===== config.mk =====
export PLATFORM = sky130hd
export DESIGN_NAME = cmp_seq_flat
export DESIGN_NICKNAME = d
export VERILOG_FILES = /design/src/rtl/cmp_seq_if.sv /design/src/rtl/cmp_seq.sv /design/src/flat_wrapper.sv
export SDC_FILE = /design/constraint.sdc
export NUM_CORES = 1
export LEC_CHECK = 0
export CAP_MARGIN = 20
export CORE_ASPECT_RATIO = 0.9
export CORE_UTILIZATION = 50
export DETAILED_ROUTE_END_ITERATION = 8
export PLACE_DENSITY = 0.8
export SLEW_MARGIN = 20
export SYNTH_ARGS = -nofsm -noshare
export SYNTH_HDL_FRONTEND = slang
export SYNTH_SLANG_ARGS = --single-unit

===== constraint.sdc =====
create_clock -name clk -period 5.2 [get_ports clk]
set_input_delay 0.78 -clock clk [delete_from_list [all_inputs] [get_ports clk]]
set_output_delay 0.78 -clock clk [all_outputs]
set_load 0.005 [all_outputs]

===== src/rtl/cmp_seq_if.sv =====
// Operand/result handshake bundle for the sequential comparator.
// The slave modport is the comparator side; the master modport is the requester side.
interface cmp_seq_if #(
    parameter int W = 32
);
    logic         i_in_vld;
    logic [W-1:0] i_a;
    logic [W-1:0] i_b;
    logic         o_in_rdy;
    logic         o_out_vld;
    logic         i_out_rdy;
    logic         o_eq;
    logic         o_gt;
    logic         o_lt;
    logic         o_busy;

    modport slave (
        input  i_in_vld, i_a, i_b, i_out_rdy,
        output o_in_rdy, o_out_vld, o_eq, o_gt, o_lt, o_busy
    );

    modport master (
        output i_in_vld, i_a, i_b, i_out_rdy,
        input  o_in_rdy, o_out_vld, o_eq, o_gt, o_lt, o_busy
    );
endinterface


===== src/rtl/cmp_seq.sv =====
// Multi-cycle magnitude comparator: walks CHUNK-bit slices MSB-first and stops
// at the first differing slice, returning one-hot eq/gt/lt over a handshake.
module cmp_seq #(
    parameter int W         = 32,
    parameter int CHUNK     = 8,
    parameter bit IS_SIGNED = 1'b1
) (
    input  logic      clk,
    input  logic      arst_n,
    cmp_seq_if.slave  bus
);
    localparam int N  = W / CHUNK;
    localparam int IW = (N > 1) ? $clog2(N) : 1;
    localparam logic [IW-1:0]    IDX_TOP  = IW'(N - 1);
    localparam logic [CHUNK-1:0] MSB_MASK = CHUNK'(1) << (CHUNK - 1);

    typedef enum logic [1:0] {
        ST_IDLE = 2'd0,
        ST_CMP  = 2'd1,
        ST_DONE = 2'd2
    } state_e;

    state_e         state_q, state_d;
    logic [W-1:0]   a_q, a_d, b_q, b_d;
    logic [IW-1:0]  idx_q, idx_d;
    logic           eq_q, eq_d, gt_q, gt_d, lt_q, lt_d;
    logic [CHUNK-1:0] s_a_s, s_b_s, k_a_s, k_b_s;
    logic           sa_gt_s, sa_lt_s;

    function automatic logic [CHUNK-1:0] slice_of(input logic [W-1:0] v, input logic [IW-1:0] i);
        logic [W-1:0] sh;
        sh = v >> (i * CHUNK);
        return sh[CHUNK-1:0];
    endfunction

    // Slice compare; flipping the sign bit of the top slice turns a signed compare into an unsigned one.
    always_comb begin
        s_a_s = slice_of(a_q, idx_q);
        s_b_s = slice_of(b_q, idx_q);
        if (IS_SIGNED && (idx_q == IDX_TOP)) begin
            k_a_s = s_a_s ^ MSB_MASK;
            k_b_s = s_b_s ^ MSB_MASK;
        end else begin
            k_a_s = s_a_s;
            k_b_s = s_b_s;
        end
        sa_gt_s = (k_a_s > k_b_s);
        sa_lt_s = (k_a_s < k_b_s);
    end

    // Next-state and datapath update for the IDLE/CMP/DONE walk.
    always_comb begin
        state_d = state_q;
        a_d     = a_q;
        b_d     = b_q;
        idx_d   = idx_q;
        eq_d    = eq_q;
        gt_d    = gt_q;
        lt_d    = lt_q;
        case (state_q)
            ST_IDLE: begin
                if (bus.i_in_vld) begin
                    a_d     = bus.i_a;
                    b_d     = bus.i_b;
                    idx_d   = IDX_TOP;
                    state_d = ST_CMP;
                end else begin
                    state_d = ST_IDLE;
                end
            end
            ST_CMP: begin
                if (sa_gt_s) begin
                    gt_d    = 1'b1;
                    state_d = ST_DONE;
                end else if (sa_lt_s) begin
                    lt_d    = 1'b1;
                    state_d = ST_DONE;
                end else if (idx_q == '0) begin
                    eq_d    = 1'b1;
                    state_d = ST_DONE;
                end else begin
                    idx_d   = idx_q - 1'b1;
                end
            end
            ST_DONE: begin
                if (bus.i_out_rdy) begin
                    eq_d    = 1'b0;
                    gt_d    = 1'b0;
                    lt_d    = 1'b0;
                    state_d = ST_IDLE;
                end else begin
                    state_d = ST_DONE;
                end
            end
            default: begin
                eq_d    = 1'b0;
                gt_d    = 1'b0;
                lt_d    = 1'b0;
                state_d = ST_IDLE;
            end
        endcase
    end

    // State and operand registers.
    always_ff @(posedge clk or negedge arst_n) begin
        if (!arst_n) begin
            state_q <= ST_IDLE;
            a_q     <= '0;
            b_q     <= '0;
            idx_q   <= '0;
            eq_q    <= 1'b0;
            gt_q    <= 1'b0;
            lt_q    <= 1'b0;
        end else begin
            state_q <= state_d;
            a_q     <= a_d;
            b_q     <= b_d;
            idx_q   <= idx_d;
            eq_q    <= eq_d;
            gt_q    <= gt_d;
            lt_q    <= lt_d;
        end
    end

    assign bus.o_in_rdy  = (state_q == ST_IDLE);
    assign bus.o_out_vld = (state_q == ST_DONE);
    assign bus.o_busy    = (state_q == ST_CMP);
    assign bus.o_eq      = eq_q;
    assign bus.o_gt      = gt_q;
    assign bus.o_lt      = lt_q;
endmodule


===== src/flat_wrapper.sv =====
// flat-port wrapper written by rule: the top's interface ports become plain ports
module cmp_seq_flat 
#(
    parameter int W         = 32,
    parameter int CHUNK     = 8,
    parameter bit IS_SIGNED = 1'b1
)
  (clk, arst_n, bus_i_in_vld, bus_i_a, bus_i_b, bus_i_out_rdy, bus_o_in_rdy, bus_o_out_vld, bus_o_eq, bus_o_gt, bus_o_lt, bus_o_busy);
  cmp_seq_if #(.W(W)) bus_i ();
  input  logic clk;
  input  logic arst_n;
  input wire logic [$bits(bus_i.i_in_vld)-1:0] bus_i_in_vld;
  input wire logic [$bits(bus_i.i_a)-1:0] bus_i_a;
  input wire logic [$bits(bus_i.i_b)-1:0] bus_i_b;
  input wire logic [$bits(bus_i.i_out_rdy)-1:0] bus_i_out_rdy;
  output wire logic [$bits(bus_i.o_in_rdy)-1:0] bus_o_in_rdy;
  output wire logic [$bits(bus_i.o_out_vld)-1:0] bus_o_out_vld;
  output wire logic [$bits(bus_i.o_eq)-1:0] bus_o_eq;
  output wire logic [$bits(bus_i.o_gt)-1:0] bus_o_gt;
  output wire logic [$bits(bus_i.o_lt)-1:0] bus_o_lt;
  output wire logic [$bits(bus_i.o_busy)-1:0] bus_o_busy;
  assign bus_i.i_in_vld = bus_i_in_vld;
  assign bus_i.i_a = bus_i_a;
  assign bus_i.i_b = bus_i_b;
  assign bus_i.i_out_rdy = bus_i_out_rdy;
  assign bus_o_in_rdy = bus_i.o_in_rdy;
  assign bus_o_out_vld = bus_i.o_out_vld;
  assign bus_o_eq = bus_i.o_eq;
  assign bus_o_gt = bus_i.o_gt;
  assign bus_o_lt = bus_i.o_lt;
  assign bus_o_busy = bus_i.o_busy;
  cmp_seq #(.W(W), .CHUNK(CHUNK), .IS_SIGNED(IS_SIGNED)) u_core (.clk(clk), .arst_n(arst_n), .bus(bus_i));
endmodule

# Yosys cells after proc, flatten, opt, wreduce, memory -nomap -nowiden
# Index checks and enable logic that the tools add are counted.
# totals
ff_bits	71
inputBits	68
out_inout_bits	6
elab_cells	58
# classes
add_sub_neg	1
magnitude_cmp	2
n_eq_ne	12
shifts	2
mux	23
n_bitwise	3
reduce_logical	8
# op_table
cell	n
32-bit by 5-bit right shift with 8-bit output	2
2-bit two-way mux	8
8-bit two-way mux	2
2-bit != test (second input constant)	5
5-bit AND reduction	2
1-bit case mux with 3 select lines	3
8-bit > comparator	1
8-bit < comparator	1
1-bit two-way mux	8
2-bit by 1-bit != test with 1-bit output (second input constant)	3
2-bit case mux with 3 select lines	1
2-bit == test (second input constant)	2
2-bit logical NOT	2
4-bit by 1-bit != test with 1-bit output (second input constant)	1
2-bit case mux with 2 select lines	1
4-bit AND reduction	1
1-bit inverter	3
3-bit AND reduction	1
2-bit by 1-bit == test with 1-bit output (second input constant)	1
2-bit AND reduction	1
2-bit nonzero test	1
2-bit by 1-bit subtractor with 2-bit output (second input constant)	1

# Longest topological paths before layout
# depth
depth_word	7
mapped_depth	9
depth_no_buf	8

# Least setup slack after synthesis
# Ideal clock, no wire load.
# synth_path
path_type	flip-flop to flip-flop
startpoint	reg u_core.idx_q[0]
endpoint	reg u_core.idx_q[0]
setup_ps	79
arrival_ps	2536
path_slack_ps	2585
stages_incl_launch_ff	9
synth_period_minus_slack_ps	2615
cell_sequence	dfrtp_1 buf_2 buf_4 mux4_2 ha_1 nand2_1 nor4_1 o211a_1 mux2i_1
# synth_between
elab_chain_len	6
# synth_lines
element	line	rtl
start, declared	cmp_seq.sv:25	logic [IW-1:0] idx_q, idx_d;
start signal, assigned	cmp_seq.sv:118	idx_q <= idx_d;
32-bit by 5-bit right shift with 8-bit output	cmp_seq.sv:32	sh = v >> (i * CHUNK);
1-bit inverter (no line)	-	
8-bit two-way mux	cmp_seq.sv:40	if (IS_SIGNED && (idx_q == IDX_TOP)) begin
8-bit < comparator / 8-bit > comparator (equally long branches)	cmp_seq.sv:48, cmp_seq.sv:47	
2-bit != test (no line)	-	
5-bit AND reduction (no line)	-	
# Parallel ways exist; a longest one is shown, timed or not. The select of a mux whose other input is x is not followed.
# A chain may end at the register's enable or synchronous reset.

# Worst setup path after layout
# layout_path
startpoint	reg u_core.idx_q[0]
endpoint	reg u_core.idx_q[1]
# The elaborated chain is that of the path after synthesis.

==> results.md <==
- Final TNS setup: 0 ps
- Clock-pin slew on the worst setup and hold paths: 70 ps
- Clock share of power: 20.7%
- Max-Slew Margin vs Limit: 34.56%
- Endpoints failing setup: 0
- Yosys top cell by area: dfrtp_1
- Routed wl met2: 3000 um
- TritonRoute pass-1 iters: 4
- Syn Nets: 300
- # hold bufs at CTS: 0
- Largest net degree at the start of global routing: 72
- Buffers added on ports: 73
- Hold Fails Final Rpt: 0
- Worst min-delay path category: flip-flop to flip-flop
- Routed WL: 6065 um
- Mux cell area share after synthesis: 35.06%
- Final global-route overflow total: 0
- Row cnt: 28
- Initial DRC Count: 67
- Status: complete, no violations
- Ports: 74
- CP arrival: 3280 ps
- CP bufs+invs: 0
- Number of synthesized flops with an enable pin: 0
- Post-CTS Setup Repair Bufs: 0
- GP Congestion: approximately 0.80
- Post-Route M1 WL: 2645 um
- Antenna violations before repair: 0
- Syn. warnings: 0
- Unique masters post-synth: 26
- Combinational power share: 37.8%
- Synth-to-Final Area Change: 28.53%
- Compound-cell area share of the yosys netlist: between 2 and 2.5%
- Antenna Nets Post-Route: 0
- Crit-path slowest cell: dfrtp_2
- RR Startpoint: u_core.idx_q[0]$_DFFE_PN0P_
- Startpoint type of the worst setup path: flip-flop
- Critical-path cell list: mux4_2, xor2_1, ha_1, nand2_1, nor4_1, o211a_1, mux2i_1
- Synth Cell Area: between 3000 and 4000 um2
- Power Total: 0.002357 W
- Max Buffers Root-to-Sink: 2
- DP HPWL: 4204 um
- Simple-gate share of the synthesized area: 2.590%
- Fill cells: just under 500
- Sw Pwr: about 0.00066 W
- CTS buffer count: 9
- Int Pwr: 0.001696 W
- Worst hold path startpoint: u_core.bus.o_eq$_DFFE_PN0P_
- Unrepaired setup endpoints after global routing: no
- PwrDens: 534.6 nW/um2
- Share of power burned in registers: 41.5%
- Starting Density: 52.07%
- Diodes inserted: 0
- Clock root buffer master: clkbuf_8
- Pre-CTS WS: 1831 ps
- Final core occ: 66.93%
- Yosys top cell area share: between 50% and 60%
- Largest family of logic cells by synthesized area: multiplexers
- Slew Viols, Final: 0
- Leakage power: 1.931 nW
- CP startpoint: u_core.idx_q[0]$_DFFE_PN0P_
- Crit path max fanout: 20
- Post_cts resized: 0
- Vias: 2042
- Seq/Total Area, Yosys: between 50% and 60%
- Nets@finish: 373
- Post-synthesis xor/xnor area fraction: 0.5108%
- Top post-synthesis cells by area: dfrtp_1, mux2_2, mux2_4, mux4_2, ha_1
- DIE HEIGHT: 80.57 um
- Max rail drop VDD: roughly 0.26 mV
- CTS Sinks: 71
- Die area: 7195 um2
- Clk_lat worst skew: 340 ps
- Die Wd: a little under 90 um
- Worst Setup End Kind: flip-flop
- Vias in the first global route: 2165
- Min Tclk post-route: between 3000 and 4000 ps
- Share of cells above drive strength 1: between 30% and 40%
- Cells after Synth: about 220
- Final worst path period share: about three fifths
- Commonest cells post-synth: dfrtp_1, mux2_2, mux2_4, mux4_2, inv_1
- Most frequent cell after synthesis: dfrtp_1
- Worst Path Required: approximately 5500 ps
- Highest Signal Layer: met4
- Total track usage: around 20%
- Avg WL per Cell: 15.55 um
- FFs w/ async S/R, synth: 100.0%
- Setup ws final: 2172 ps
- Main synth FF type: dfrtp_1
- CTS tree: built
- Slew at the pin closest to its max-slew limit: 981.7 ps
- Max-cap violation count: 0
- Slowest stage delay, CP: 740 ps
- Max Clock Freq: 330.3 MHz
- Critical path type: flip-flop to flip-flop
- CTS H-tree depth: 3
- Synth Register Bits: 71
- Post-synthesis area per instance: 15.45 um2
- Sw Ratio: between 20 and 30%
- CP top delay family: multiplexers
- DRC violations left: 0
- Vias/cell: approximately 5.2
- Met3 WL: approximately 360 um
- Adder-cell share of the synthesized area: 3.648%
- Clock Skews: approximately 7.0 ps
- First-pass GRT wire length: roughly 10000 um
- Core area: 6586 um2
-- path summary, 6_finish.rpt --
| check | depth (start not counted) | slack (ps) | end |
|---|---|---|---|
| max | 7 | 2170 | u_core.idx_q[1]$_DFFE_PN0P_ |
| min | 2 | 490 | u_core.bus.o_eq$_DFFE_PN0P_ |
| max reg2reg | 7 | 2170 | u_core.idx_q[1]$_DFFE_PN0P_ |
| min reg2reg | 2 | 490 | u_core.bus.o_eq$_DFFE_PN0P_ |
| max in group asynchronous | 2 | 3960 | u_core.idx_q[0]$_DFFE_PN0P_ |
| min in group asynchronous | 2 | 630 | u_core.a_q[2]$_DFFE_PN0P_ |
-- state kept, by name, indices dropped and copies added, names as in the netlist --
register and flops:
u_core.b_q 32, u_core.state_q 2, u_core.bus.o_gt 1, u_core.bus.o_eq 1
u_core.idx_q 2, u_core.bus.o_lt 1, u_core.a_q 32
-- layout make-up --
class	count	area [um2]	area share (%)
Timing Repair Buffer	74	733.2	16.63
Clock buffer	13	158.9	3.605
Tap cell	90	112.6	2.555
Multi-Input combinational cell	127	1515	34.37
Sequential cell	71	1778	40.34
Inverter	12	45.04	1.022
Clock inverter	3	65.06	1.476
-- power by group through the flow --
stage,Clock [W],Sequential [W],Combinational [W]
CTS,0.000501,0.000980,0.000900
detailed placement,0,0.000986,0.000890
global placement,0,0.000977,0.000865
finish,0.000487,0.000978,0.000892
floorplan,0,0.000923,0.000723
global route,0.000526,0.00101,0.000977
-- per-layer routing --
metal,vias to the layer above,global-route usage (%)
met3,9,7.400
met4,0,5.238
li1,944,-
met2,61,31.76
met1,1028,24.74
met5,-,0
-- cell families (layout without fill, tap and decap cells) --
family / Yosys count / in the layout
muxes: 82 / 82
xor gates and xnor gates: 2 / 2
adders and majority gates: 10 / 10
AOI/OAI and AO/OA: 14 / 14
and+or+nand+nor: 19 / 19
buffers and inverters: 24 / 102
DFF: 71 / 71
-- layout by cell type, fill, tap and decap left out, types with 2 or more instances in the layout --
cell type | netlist | final
mux2i_1 | 2 | 2
a21oi_1 | 6 | 6
bufinv_16 | 0 | 2
inv_1 | 12 | 12
clkbuf_1 | 1 | 2
mux2_2 | 37 | 37
nand2_1 | 6 | 6
clkbuf_8 | 0 | 11
clkdlybuf4s50_1 | 0 | 72
mux4_2 | 16 | 16
nor2_1 | 7 | 7
dfrtp_1 | 71 | 70
mux2_4 | 27 | 27
o21ai_0 | 5 | 5
ha_1 | 10 | 10
-- per-stage QoR --
stage | hold slack, ps | area, um2 | cells
after floorplan | 472.7 | 3430 | 222
after global placement | 474.4 | 4183 | 374
after detailed placement | 482.5 | 4183 | 374
after CTS | 497.7 | 4407 | 390
after global routing | 515.3 | 4408 | 390
final | 494.4 | 4408 | 390
-- worst reg2reg max path: cells and delay by family (launching register included) --
family	cells	cell delay, ps
and+or+nand+nor	2	620
DFF	1	740
muxes	2	810
AOI/OAI and AO/OA	1	320
adders and majority gates	1	300
xor gates and xnor gates	1	160
No activity file was read; power rests on OpenSTA's default activity.
==> RTL change 1, RTL diff (same settings) <==
Encoding of `state_e`: now one-hot (3 bits for 3 states).
--- a/src/rtl/cmp_seq.sv
+++ b/src/rtl/cmp_seq.sv
@@ -15,8 +15,8 @@
     localparam logic [CHUNK-1:0] MSB_MASK = CHUNK'(1) << (CHUNK - 1);
 
-    typedef enum logic [1:0] {
-        ST_IDLE = 2'd0,
-        ST_CMP  = 2'd1,
-        ST_DONE = 2'd2
+    typedef enum logic [2:0] {
+        ST_IDLE = 3'b001,
+        ST_CMP  = 3'b010,
+        ST_DONE = 3'b100
     } state_e;
 
Formal check against the unedited RTL: same outputs for any inputs over 10 cycles, from zero or initial values and one cycle with arst_n low; not proved beyond that.
==> RTL change 1 against the original RTL <==
Area after synthesis up 1.5%; largest power group unchanged; setup slack better by 0.11 ns; sequential cell count up 1; largest cell class unchanged; routed wire length up 1.2%; sequential share of layout area up 0.14 points; critical path depth up 2; clock skew up 0.0048 ns; fmax up 3.6%; utilization about the same; total power down 1.3%; cell count up 1.0%; cell area up 1.1%.
==> RTL change 1: results (changes against the original RTL) <==
| Metric | Value |
|---|---|
| Status | `finished, final reports clean` |
| Clock Buffer Count | `12 (-1)` |
| Vias | `2070 (+1.4%)` |
| Register area share after synthesis | `51.78% (about the same)` |
| Vias in the first global route | `2239 (+3.4%)` |
| Post-detail-place hpwl | `4296 µm (+2.2%)` |
| GR Util met3 | `6.273% (-1.1 points)` |
| First-pass GRT wire length | `10740 µm (+5.4%)` |
| Critical path's slowest cell | `dfrtp_1` |
| Nonclk inv count | `10 (-2)` |
| Detailed Route Iter0 Violations | `52 (-22%)` |
| Total Routing Usage GR | `19.42% (-0.20 points)` |
| Synth Area in Compound Gates | `2.192% (-0.18 points)` |
| Non-clock buffer share | `16.97% (+0.33 points)` |
| Syn nets | `304 (+1.3%)` |
| Largest net degree at the start of global routing | `73 (+1.4%)` |
| Placed inst area | `4238 µm² (+1.3%)` |
| Filler cell count | `482 (-2.4%)` |
| Share of layout cells above drive strength 1 | `33.22% (+0.22 points)` |
| Met2 wire len | `3043 µm (+1.4%)` |
| Wire length on met1 | `2720 µm (+2.8%)` |
| Worst Path Arrival | `3.18 ns (-0.10 ns)` |
| Tightest Pin Transition | `0.9733 ns (-0.008360 ns)` |
| Adder-Cell Fraction of Synth Area | `3.593% (-0.055 points)` |
| Core area | `6656 µm² (+1.1%)` |
| Synth Register Bits | `72 (+1.4%)` |
| M1 GR Usage | `24.53% (-0.21 points)` |
| Syn Inst Count | `226 (+1.8%)` |
| Fraction of area in multi-input gates | `34.33% (-0.048 points)` |
| Count of multi-input gates | `132 (+3.9%)` |
| Leak pwr | `1.906 nW (-1.3%)` |
| Most instantiated cells after synthesis | `71 x dfrtp_1, 48 x mux2_2, 16 x mux4_2, 15 x mux2_4` |
| Worst-path fanout max | `13 (-35%)` |
[RTL change 1: final timing paths]
kind / start / end / slack (ns) / cells past startpoint
setup / recovery: u_core.idx_q[0] / u_core.idx_q[1] / 2.28 / 9
hold / removal: u_core.bus.o_eq / u_core.bus.o_eq / 0.50 / 2
setup reg to reg: u_core.idx_q[0] / u_core.idx_q[1] / 2.28 / 9
hold reg to reg: u_core.bus.o_eq / u_core.bus.o_eq / 0.50 / 2
max in group asynchronous: arst_n / u_core.a_q[4] / 4.07 / 1
min in group asynchronous: arst_n / u_core.b_q[25] / 0.55 / 1
[RTL change 1: where the power goes]
| part | switching (W) | internal [W] | total [W] | leakage, nW |
|---|---|---|---|---|
| registers | 0.000147 | 0.000836 | 0.000983 | 0.847 |
| logic | 0.000309 | 0.000569 | 0.000878 | 0.951 |
| clock network | 0.000204 | 0.000261 | 0.000465 | 0.109 |
| total | 0.000660 | 0.00167 | 0.00233 | 1.91 |
==> RTL change 2, RTL diff (config.mk and constraints unchanged) <==
Made on the original files. `W` is set to 32 in 3 places; all go to 64.
--- a/src/rtl/cmp_seq_if.sv
+++ b/src/rtl/cmp_seq_if.sv
@@ -2,5 +2,5 @@
 // The slave modport is the comparator side; the master modport is the requester side.
 interface cmp_seq_if #(
-    parameter int W = 32
+    parameter int W = 64
 );
     logic         i_in_vld;
--- a/src/rtl/cmp_seq.sv
+++ b/src/rtl/cmp_seq.sv
@@ -2,5 +2,5 @@
 // at the first differing slice, returning one-hot eq/gt/lt over a handshake.
 module cmp_seq #(
-    parameter int W         = 32,
+    parameter int W         = 64,
     parameter int CHUNK     = 8,
     parameter bit IS_SIGNED = 1'b1
--- a/src/flat_wrapper.sv
+++ b/src/flat_wrapper.sv
@@ -2,5 +2,5 @@
 module cmp_seq_flat 
 #(
-    parameter int W         = 32,
+    parameter int W         = 64,
     parameter int CHUNK     = 8,
     parameter bit IS_SIGNED = 1'b1
Ports: changed (resized bus_i_a and bus_i_b); port bits go from 74 to 138. The function was not compared with the original's and may differ.
==> RTL change 2 against the original RTL <==
Area after synthesis is 83% higher; total power is 100% higher; count of clock-buffer cells in the layout up 4; sequential cell count up 65; routed wire length is 130% higher; setup slack worse by 0.65 ns; cell area is 89% higher; critical path type unchanged; largest power group unchanged.
==> RTL change 2: results (changes against the original RTL) <==
| Metric | Value |
|---|---|
| Register area share after synthesis | `54.35% (+2.5 points)` |
| Clock skew | `0.007606 ns (+0.0005987 ns)` |
| Total Routing Usage GR | `23.25% (+3.6 points)` |
| Worst-path fanout max | `25 (+25%)` |
| Syn nets | `536 (+79%)` |
| Status | `finished, final reports clean` |
| CP top delay family | `flip-flops` |
| Clock Latency Late Sink | `0.42 ns (+0.08 ns)` |
| Worst r2r dst | `u_core.idx_q[2]` |
| Post-detail-place hpwl | `9567 µm (+130%)` |
| Slew margin rel. | `33.66% (-0.90 points)` |
| Gpl congestion | `0.7670 (-4.3%)` |
| Vias in the first global route | `4193 (+94%)` |
| Filler cell count | `876 (+77%)` |
| Worst slack, placed | `1.512 ns (-0.3183 ns)` |
| Port buffer count | `137 (+88%)` |
| Synth Area in XOR/XNOR | `0.2797% (-0.23 points)` |
| CTS Buf Count | `17 (+8)` |
| M1 GR Usage | `30.11% (+5.4 points)` |
| Synth Area in Compound Gates | `2.338% (-0.034 points)` |
| Adder-Cell Fraction of Synth Area | `2.198% (-1.5 points)` |
| Root buf cell | `clkbuf_16` |
| First-pass GRT wire length | `22190 µm (+120%)` |
| Share of layout cells above drive strength 1 | `39.19% (+6.2 points)` |
| Placed inst area | `7751 µm² (+85%)` |
==> RTL change 2: logic make-up (layout without fill, tap and decap cells) <==
| family | count (synthesis) | after routing |
|---|---|---|
| compound gates | 20 | 20 |
| xor+xnor | 2 | 2 |
| fa+ha+maj | 11 | 11 |
| buf+inv | 30 | 178 |
| flops | 136 | 136 |
| mux | 174 | 174 |
| simple gates | 20 | 20 |
==> RTL change 2: worst min-delay path by stage <==
stage	end	from
after floorplan	u_core.a_q[0]	arst_n
after global placement	u_core.b_q[25]	u_core.b_q[25]
after detailed placement	u_core.a_q[54]	u_core.a_q[54]
after CTS	u_core.a_q[17]	arst_n
after global routing	u_core.a_q[25]	arst_n
final	u_core.a_q[17]	arst_n
==> RTL change 2: metrics by stage <==
stage | std cells | total power [W]
global route | 701 | 0.004994
global placement | 669 | 0.003432
detailed placement | 669 | 0.003520
finish | 701 | 0.004718
floorplan | 393 | 0.003031
CTS | 701 | 0.004749
==> RTL change 2: final cells by class <==
cell class | instances | area (µm²) | share of cell area [%]
inverters | 5 | 18.77 | 0.2250
clock inverters | 15 | 163.9 | 1.965
clock buffers | 17 | 425.4 | 5.101
flip-flops and latches | 136 | 3406 | 40.83
repair buffers | 141 | 1403 | 16.82
multi-input cells | 227 | 2724 | 32.66
well taps | 160 | 200.2 | 2.400
==> RTL change 2: power by group <==
group          total [W]  internal (W)  switching (W)  leakage [nW]
Sequential       0.00191       0.00159       0.000324          1.58
Clock            0.00120      0.000715       0.000481         0.285
Combinational    0.00161       0.00101       0.000598          1.60
Total            0.00472       0.00332        0.00140          3.47
==> RTL change 2: layer usage <==
| metal | routed length (µm) | vias to the layer above | part of all wire, % |
|---|---|---|---|
| met1 | 6040 | 1986 | 44 |
| li1 | - | 1736 | - |
| met2 | 6932 | 101 | 50 |
| met3 | 589 | 19 | 4.3 |
| met5 | 0 | - | 0 |
| met4 | 271 | 0 | 2.0 |
